### config.mk
export PLATFORM = sky130hd
export DESIGN_NAME = sgen_nco_mc
export DESIGN_NICKNAME = d
export VERILOG_FILES = /design/src/rtl/sgen_nco_mc.sv
export SDC_FILE = /design/constraint.sdc
export NUM_CORES = 1
export LEC_CHECK = 0
export ABC_CLOCK_PERIOD_IN_PS = 8180
export BUFFER_PORTS_ARGS = -buffer_cell sky130_fd_sc_hd__buf_2
export CELL_PAD_IN_SITES_DETAIL_PLACEMENT = 1
export CELL_PAD_IN_SITES_GLOBAL_PLACEMENT = 2
export CORE_UTILIZATION = 47
export CTS_CLUSTER_SIZE = 25
export DETAILED_ROUTE_END_ITERATION = 7
export PLACE_DENSITY_LB_ADDON = 0.25
export SYNTH_ARGS = -nofsm -noshare
export SYNTH_HDL_FRONTEND = slang
export SYNTH_SLANG_ARGS = --single-unit
### constraint.sdc
create_clock -name i_clk -period 8.18 [get_ports i_clk]
set_input_delay 1.636 -clock i_clk [delete_from_list [all_inputs] [get_ports i_clk]]
set_output_delay 1.636 -clock i_clk [all_outputs]
set_load 0.02 [all_outputs]
### src/rtl/sgen_nco_mc.sv
// Time-multiplexed multi-channel sin/cos NCO: one quarter-wave ROM and one datapath serve
// gp_channels round-robin, with double-buffered per-channel configuration committed once per frame.
module sgen_nco_mc #(
    parameter int gp_channels         = 4,
    parameter int gp_phase_accu_width = 16,
    parameter int gp_rom_depth        = 8,
    parameter int gp_rom_width        = 8
) (
    input  logic                                      i_clk,
    input  logic                                      i_rst,
    input  logic                                      i_ena,
    input  logic                                      i_cfg_wr,
    input  logic [$clog2(gp_channels)-1:0]            i_cfg_ch,
    input  logic [gp_phase_accu_width-1:0]            i_cfg_fcw,
    input  logic [gp_phase_accu_width-1:0]            i_cfg_poff,
    input  logic                                      i_cfg_sync,
    input  logic                                      i_cfg_commit,
    output logic                                      o_cfg_busy,
    output logic                                      o_valid,
    output logic [$clog2(gp_channels)-1:0]            o_ch,
    output logic signed [gp_rom_width:0]              o_sin,
    output logic signed [gp_rom_width:0]              o_cos
);

    localparam int CW = $clog2(gp_channels);
    localparam int W  = gp_phase_accu_width;
    localparam int D  = gp_rom_depth;
    localparam int R  = gp_rom_width;
    localparam int N  = 2 ** D;
    localparam logic [CW-1:0] LAST_CH = CW'(gp_channels - 1);
    localparam longint PI_Q30 = 64'sd3373259426;

    // Quarter-wave sample k at angle pi*(2k+1)/(4N), Taylor series in Q2.30, rounded to R bits.
    function automatic longint rom_calc(input int k);
        longint x, term, sum;
        x    = (PI_Q30 * longint'(2 * k + 1)) / longint'(4 * N);
        term = x;
        sum  = x;
        for (int n = 1; n <= 7; n++) begin
            term = (term * x) >>> 30;
            term = (term * x) >>> 30;
            term = -term / longint'((2 * n) * (2 * n + 1));
            sum  = sum + term;
        end
        return ((longint'(2 ** R - 1) * sum) + (64'sd1 <<< 29)) >>> 30;
    endfunction

    function automatic logic signed [R:0] apply_sign(input logic [R-1:0] mag, input logic neg);
        logic signed [R:0] m;
        m = $signed({1'b0, mag});
        return neg ? -m : m;
    endfunction

    logic [R-1:0] rom_w [N];
    for (genvar g = 0; g < N; g++) begin : g_rom
        assign rom_w[g] = R'(rom_calc(g));
    end

    logic [W-1:0]  acc_q     [gp_channels];
    logic [W-1:0]  fcw_q     [gp_channels];
    logic [W-1:0]  poff_q    [gp_channels];
    logic [W-1:0]  sh_fcw_q  [gp_channels];
    logic [W-1:0]  sh_poff_q [gp_channels];
    logic          sh_sync_q [gp_channels];
    logic [CW-1:0] cnt_q, cnt_d;
    logic          pend_q, pend_d;
    logic          last_ch, apply;
    logic [W-1:0]  phase_d;

    logic            vld_p0_q, vld_p1_q, vld_p2_q;
    logic [CW-1:0]   ch_p0_q, ch_p1_q, ch_p2_q;
    logic [D+1:0]    pidx_p0_q;
    logic [D-1:0]    sin_addr_p1_q, cos_addr_p1_q;
    logic            sin_neg_p1_q, cos_neg_p1_q;
    logic [R-1:0]    sin_mag_p2_q, cos_mag_p2_q;
    logic            sin_neg_p2_q, cos_neg_p2_q;

    always_comb begin
        last_ch = (cnt_q == LAST_CH);
        apply   = i_ena && last_ch && (pend_q || i_cfg_commit);
        cnt_d   = cnt_q;
        if (i_ena) begin
            cnt_d = last_ch ? '0 : cnt_q + CW'(1);
        end
        pend_d  = apply ? 1'b0 : (pend_q || i_cfg_commit);
        phase_d = acc_q[cnt_q] + poff_q[cnt_q];
    end

    // Only the quadrant and ROM address bits of the phase are used (truncation).
    if (W > D + 2) begin : g_phase_lsb
        logic unused_phase_lsb;
        assign unused_phase_lsb = ^phase_d[W-D-3:0];
    end

    always_ff @(posedge i_clk) begin
        if (i_rst) begin
            cnt_q    <= '0;
            pend_q   <= 1'b0;
            vld_p0_q <= 1'b0;
            vld_p1_q <= 1'b0;
            vld_p2_q <= 1'b0;
            for (int i = 0; i < gp_channels; i++) begin
                acc_q[i]     <= '0;
                fcw_q[i]     <= '0;
                poff_q[i]    <= '0;
                sh_fcw_q[i]  <= '0;
                sh_poff_q[i] <= '0;
                sh_sync_q[i] <= 1'b0;
            end
        end else begin
            cnt_q    <= cnt_d;
            pend_q   <= pend_d;
            vld_p0_q <= i_ena;
            vld_p1_q <= vld_p0_q;
            vld_p2_q <= vld_p1_q;
            if (i_ena) begin
                acc_q[cnt_q] <= acc_q[cnt_q] + fcw_q[cnt_q];
            end
            // Apply sees pre-edge shadows; a same-edge write below lands for the next commit.
            if (apply) begin
                for (int i = 0; i < gp_channels; i++) begin
                    fcw_q[i]     <= sh_fcw_q[i];
                    poff_q[i]    <= sh_poff_q[i];
                    sh_sync_q[i] <= 1'b0;
                    if (sh_sync_q[i]) begin
                        acc_q[i] <= '0;
                    end
                end
            end
            if (i_cfg_wr && (int'(i_cfg_ch) < gp_channels)) begin
                sh_fcw_q[i_cfg_ch]  <= i_cfg_fcw;
                sh_poff_q[i_cfg_ch] <= i_cfg_poff;
                sh_sync_q[i_cfg_ch] <= i_cfg_sync;
            end
        end
    end

    // p0: phase quadrant/address of the issued slot
    always_ff @(posedge i_clk) begin
        ch_p0_q   <= cnt_q;
        pidx_p0_q <= phase_d[W-1 -: D+2];
    end

    // p1: quadrant folding into ROM addresses and sign flags (cos uses quadrant+1)
    always_ff @(posedge i_clk) begin
        ch_p1_q       <= ch_p0_q;
        sin_addr_p1_q <= pidx_p0_q[D] ? ~pidx_p0_q[D-1:0] : pidx_p0_q[D-1:0];
        cos_addr_p1_q <= pidx_p0_q[D] ? pidx_p0_q[D-1:0] : ~pidx_p0_q[D-1:0];
        sin_neg_p1_q  <= pidx_p0_q[D+1];
        cos_neg_p1_q  <= pidx_p0_q[D+1] ^ pidx_p0_q[D];
    end

    // p2: ROM read
    always_ff @(posedge i_clk) begin
        ch_p2_q      <= ch_p1_q;
        sin_mag_p2_q <= rom_w[sin_addr_p1_q];
        cos_mag_p2_q <= rom_w[cos_addr_p1_q];
        sin_neg_p2_q <= sin_neg_p1_q;
        cos_neg_p2_q <= cos_neg_p1_q;
    end

    // output: sign application, values hold between samples
    always_ff @(posedge i_clk) begin
        if (i_rst) begin
            o_valid <= 1'b0;
            o_ch    <= '0;
            o_sin   <= '0;
            o_cos   <= '0;
        end else begin
            o_valid <= vld_p2_q;
            if (vld_p2_q) begin
                o_ch  <= ch_p2_q;
                o_sin <= apply_sign(sin_mag_p2_q, sin_neg_p2_q);
                o_cos <= apply_sign(cos_mag_p2_q, cos_neg_p2_q);
            end
        end
    end

    assign o_cfg_busy = pend_q;

endmodule
==> impl_metrics.yaml <==
cts:
  clockRootBuffer: "clkbuf_16"
  cts-buffers-inserted: 43
  post_cts.resized_instances: 0
  cts_tree: "built"
  clk_pin_slew_worst_paths_ns: 0.06
  cts_buffer_depth: 3
  clk_latency_ns: 0.57
  ctsHoldBuffers: 0
  clkSinkCount: 405
  post_cts.repair.setup_buffers: 0
  h-tree-depth: 2
synthesis:
  synthesis.area_per_instance_um2: 11.7
  netlist-cell-type-count: 87
  edff_count_synth: 324
  ys_top_cells_by_area: "edfxtp_1 47%, and2_1 8.2%, dfxtp_1 7.9%"
  synth-main-ff-cell: "edfxtp_1"
  synth.yosys.warnings: 0
  mappedNetlistNets: 1860
  synth_largest_type_area_fraction_pct: 47.3
  postSynth.asyncResetShare_pct: 0
  synthCells: 1756
  post-synth-top-area-cell: "edfxtp_1"
  synth_area_um2: 20600
  yosysSeqAreaShare_pct: 55.1
  synth.ff_latch_count: 405
timing:
  min_period_ns: 4.12
  final-setup-viol-count: 0
  timing.max_slew.rel_slack_pct: 20.0
  timing.setup.tns_ns: 0
  min_period_over_period_pct: 50.4
  achievable-frequency_ghz: 0.243
  final_count_of_hold_timing_violations: 0
  final_number_of_max_transition_violations: 0
  unrepaired_setup_endpoints_after_global_routing: "no"
  worst_clock_skew_ns: 0.0237
  worst-slew-pin-transition_ns: 1.20
global_route:
  grt-ovfl-total: 0
  grt_use_total_pct: 23.8
  grt_pass1_wl_mm: 82.2
  pin_count_of_the_biggest_net_entering_global_routing: 129
  grt_pass1_vias: 14356
  grt_antenna_before_repair: 0
final_layout:
  fill_cells: 4547
  area.growth.synth_to_final_pct: 9.86
  share_of_post_route_cells_with_drive_strength_above_1_pct: 13.6
  num_antenna_cells: 0
  nets: 1860
  final_cell_area_um2: 22600
route:
  route.detailed.wl_per_inst_um: 21.8
  residual_drc_count: 0
  ant_nets: 0
  drt-vias-per-instance: 5.76
  vias: 13677
  drt_pass_1_iters: 5
  detailedRoute.firstIterationViolations: 910
  routed_wirelength_mm: 51.9
setup_path:
  r2r_cells: 11
  worst_path_maximum_fanout: 31
  startpoint_type: "register"
  critical-path-slowest-cell: "buf_4"
  timing.critical_path.slowest_cell_delay_ns: 0.63
  critical_path_cell_by_cell: "buf_4 -> mux4_2 -> ha_1 -> inv_1 -> fa_1 -> nor2b_1 -> o31a_1 -> a221oi_4 -> nor4b_1 -> nor3_1 -> nor2_1"
  crit_type: "register to register"
  timing.critical_path.arrival_ns: 4.42
  timing.critical_path.required_ns: 8.47
  critPathCaptureType: "register"
pwr:
  cellLeakagePower_nw: 8.43
  power.density_cell_area_nw_per_um2: 327
  p_total_mw: 7.39
  irDropWorstVdd_mv: 0.185
floorplanning:
  floorplan.initialDensity_pct: 47.7
  die_area_um2: 44600
  floorplan.die.width_um: 211
  floorplan.core_area_um2: 43200
  design.portCount: 62
  floorplan.die.height_um: 211
  row_count: 76
min_path:
  timing.hold.worst.class: "register to register"
  min_path_cells: 0
  worst_hold_startpoint: "ch_p1_q[1]"
outcome:
  result_of_the_run: "complete, no violations"
placement:
  placed_cell_area_um2: 21200
  buffer_ports.inserted: 61
  placer_congestion: 0.811
  hpwlAfterDp_mm: 33.2
run:
  maxCapViolCount: 0
-- worst max-delay path: cells and delay by family (launching register included) --
family,cells,cell delay [ns]
flip-flops,1,0.59
AND/OR/NAND/NOR,4,0.72
AO/OA/AOI/OAI,2,0.69
buffers and inverters,2,0.74
multiplexers,1,0.62
adder cells (fa/ha/maj),2,0.48
-- flip-flops by register name, indices dropped and copies added, names as in the netlist, 9 cells and up, named ones only --
| signal | cells |
|---|---|
| acc_q | 64 |
| fcw_q | 64 |
| poff_q | 64 |
| sh_fcw_q | 64 |
| sh_poff_q | 64 |
| pidx_p0_q | 10 |
| o_cos | 9 |
| o_sin | 9 |
-- cell usage after synthesis (6+ instances only) --
master	number
a211oi_1	41
a21o_1	10
a21oi_1	85
a221oi_1	6
a311oi_1	10
a31oi_1	14
and2_1	270
and3_1	15
buf_1	6
buf_2	40
clkbuf_1	72
dfxtp_1	81
edfxtp_1	324
ha_1	63
inv_1	40
mux2i_1	12
mux4_2	53
nand2_1	78
nand2b_1	30
nand3_1	27
nand3b_1	8
nor2_1	135
nor2b_1	20
nor3_1	18
nor3b_1	8
o211ai_1	16
o21a_1	7
o21ai_0	77
o22ai_1	11
o311ai_0	9
o31ai_1	11
or2_2	6
or3_1	11
xnor2_1	13
xor2_1	31
-- power breakdown --
part / switching (mW) / total [mW] / internal (mW)
registers: 0.192 / 2.66 / 2.47
clock network: 0.822 / 1.91 / 1.09
logic: 1.78 / 2.82 / 1.04
total: 2.79 / 7.39 / 4.60
-- final timing paths --
path,end,slack [ns]
setup / recovery,acc_q[1][10],4.06
hold / removal,ch_p2_q[1],0.32
setup reg to reg,acc_q[1][10],4.06
hold reg to reg,ch_p2_q[1],0.32
-- per-layer routing --
layer	global-route usage [%]	vias to the layer above	wire length, um
li1	-	6447	-
met1	32.7	6919	23500
met2	40.4	241	25700
met3	2.44	70	1630
met4	6.20	0	1050
met5	0	-	0
-- through the flow --
stage                     std cells  setup slack (ns)  util [%]  hold WS, ns
final                          2375              4.06      52.4        0.322
after floorplan                1756              2.99         -        0.310
after CTS                      2375              3.96      52.4        0.315
after detailed placement       2296              3.56      49.2        0.313
after global routing           2375              3.77      52.4        0.336
after global placement         2296              3.76      49.2        0.311
-- layout make-up --
type | instances | area [um^2] | share of cell area (%)
clock inverters | 20 | 188 | 0.830
flip-flops and latches | 405 | 11400 | 50.2
repair buffers | 79 | 440 | 1.95
well taps | 585 | 732 | 3.24
inverters | 42 | 160 | 0.708
multi-input cells | 1185 | 8560 | 37.8
clock buffers | 59 | 1180 | 5.21
-- layout by cell type (no fill, tap or decap), drive strengths merged, types with 12 or more instances in the layout --
cell | Yosys | final
xor2 | 31 | 31
clkinv | 1 | 13
nor3 | 19 | 19
o21ai | 79 | 79
nand2b | 31 | 31
dfxtp | 81 | 81
nand3 | 27 | 27
o31ai | 13 | 13
mux4 | 54 | 54
o211ai | 17 | 17
a31oi | 14 | 14
nor2 | 138 | 138
and2 | 271 | 271
buf | 52 | 79
and3 | 15 | 15
inv | 41 | 46
edfxtp | 324 | 324
a211oi | 42 | 42
mux2i | 12 | 12
nor2b | 20 | 20
xnor2 | 13 | 13
clkbuf | 72 | 59
ha | 63 | 63
nand2 | 78 | 78
a21oi | 86 | 86
-- logic make-up (layout without fill, tap and decap cells) --
family	Yosys count	in the layout	share of synthesized area, %
simple gates	645	645	17.0
compound gates	362	362	11.9
xor+xnor	44	44	1.87
mux	70	70	6.73
buf+inv	166	200	3.43
flops	405	405	55.1
fa+ha+maj	64	64	3.93
(Power assumes the default switching activity.)
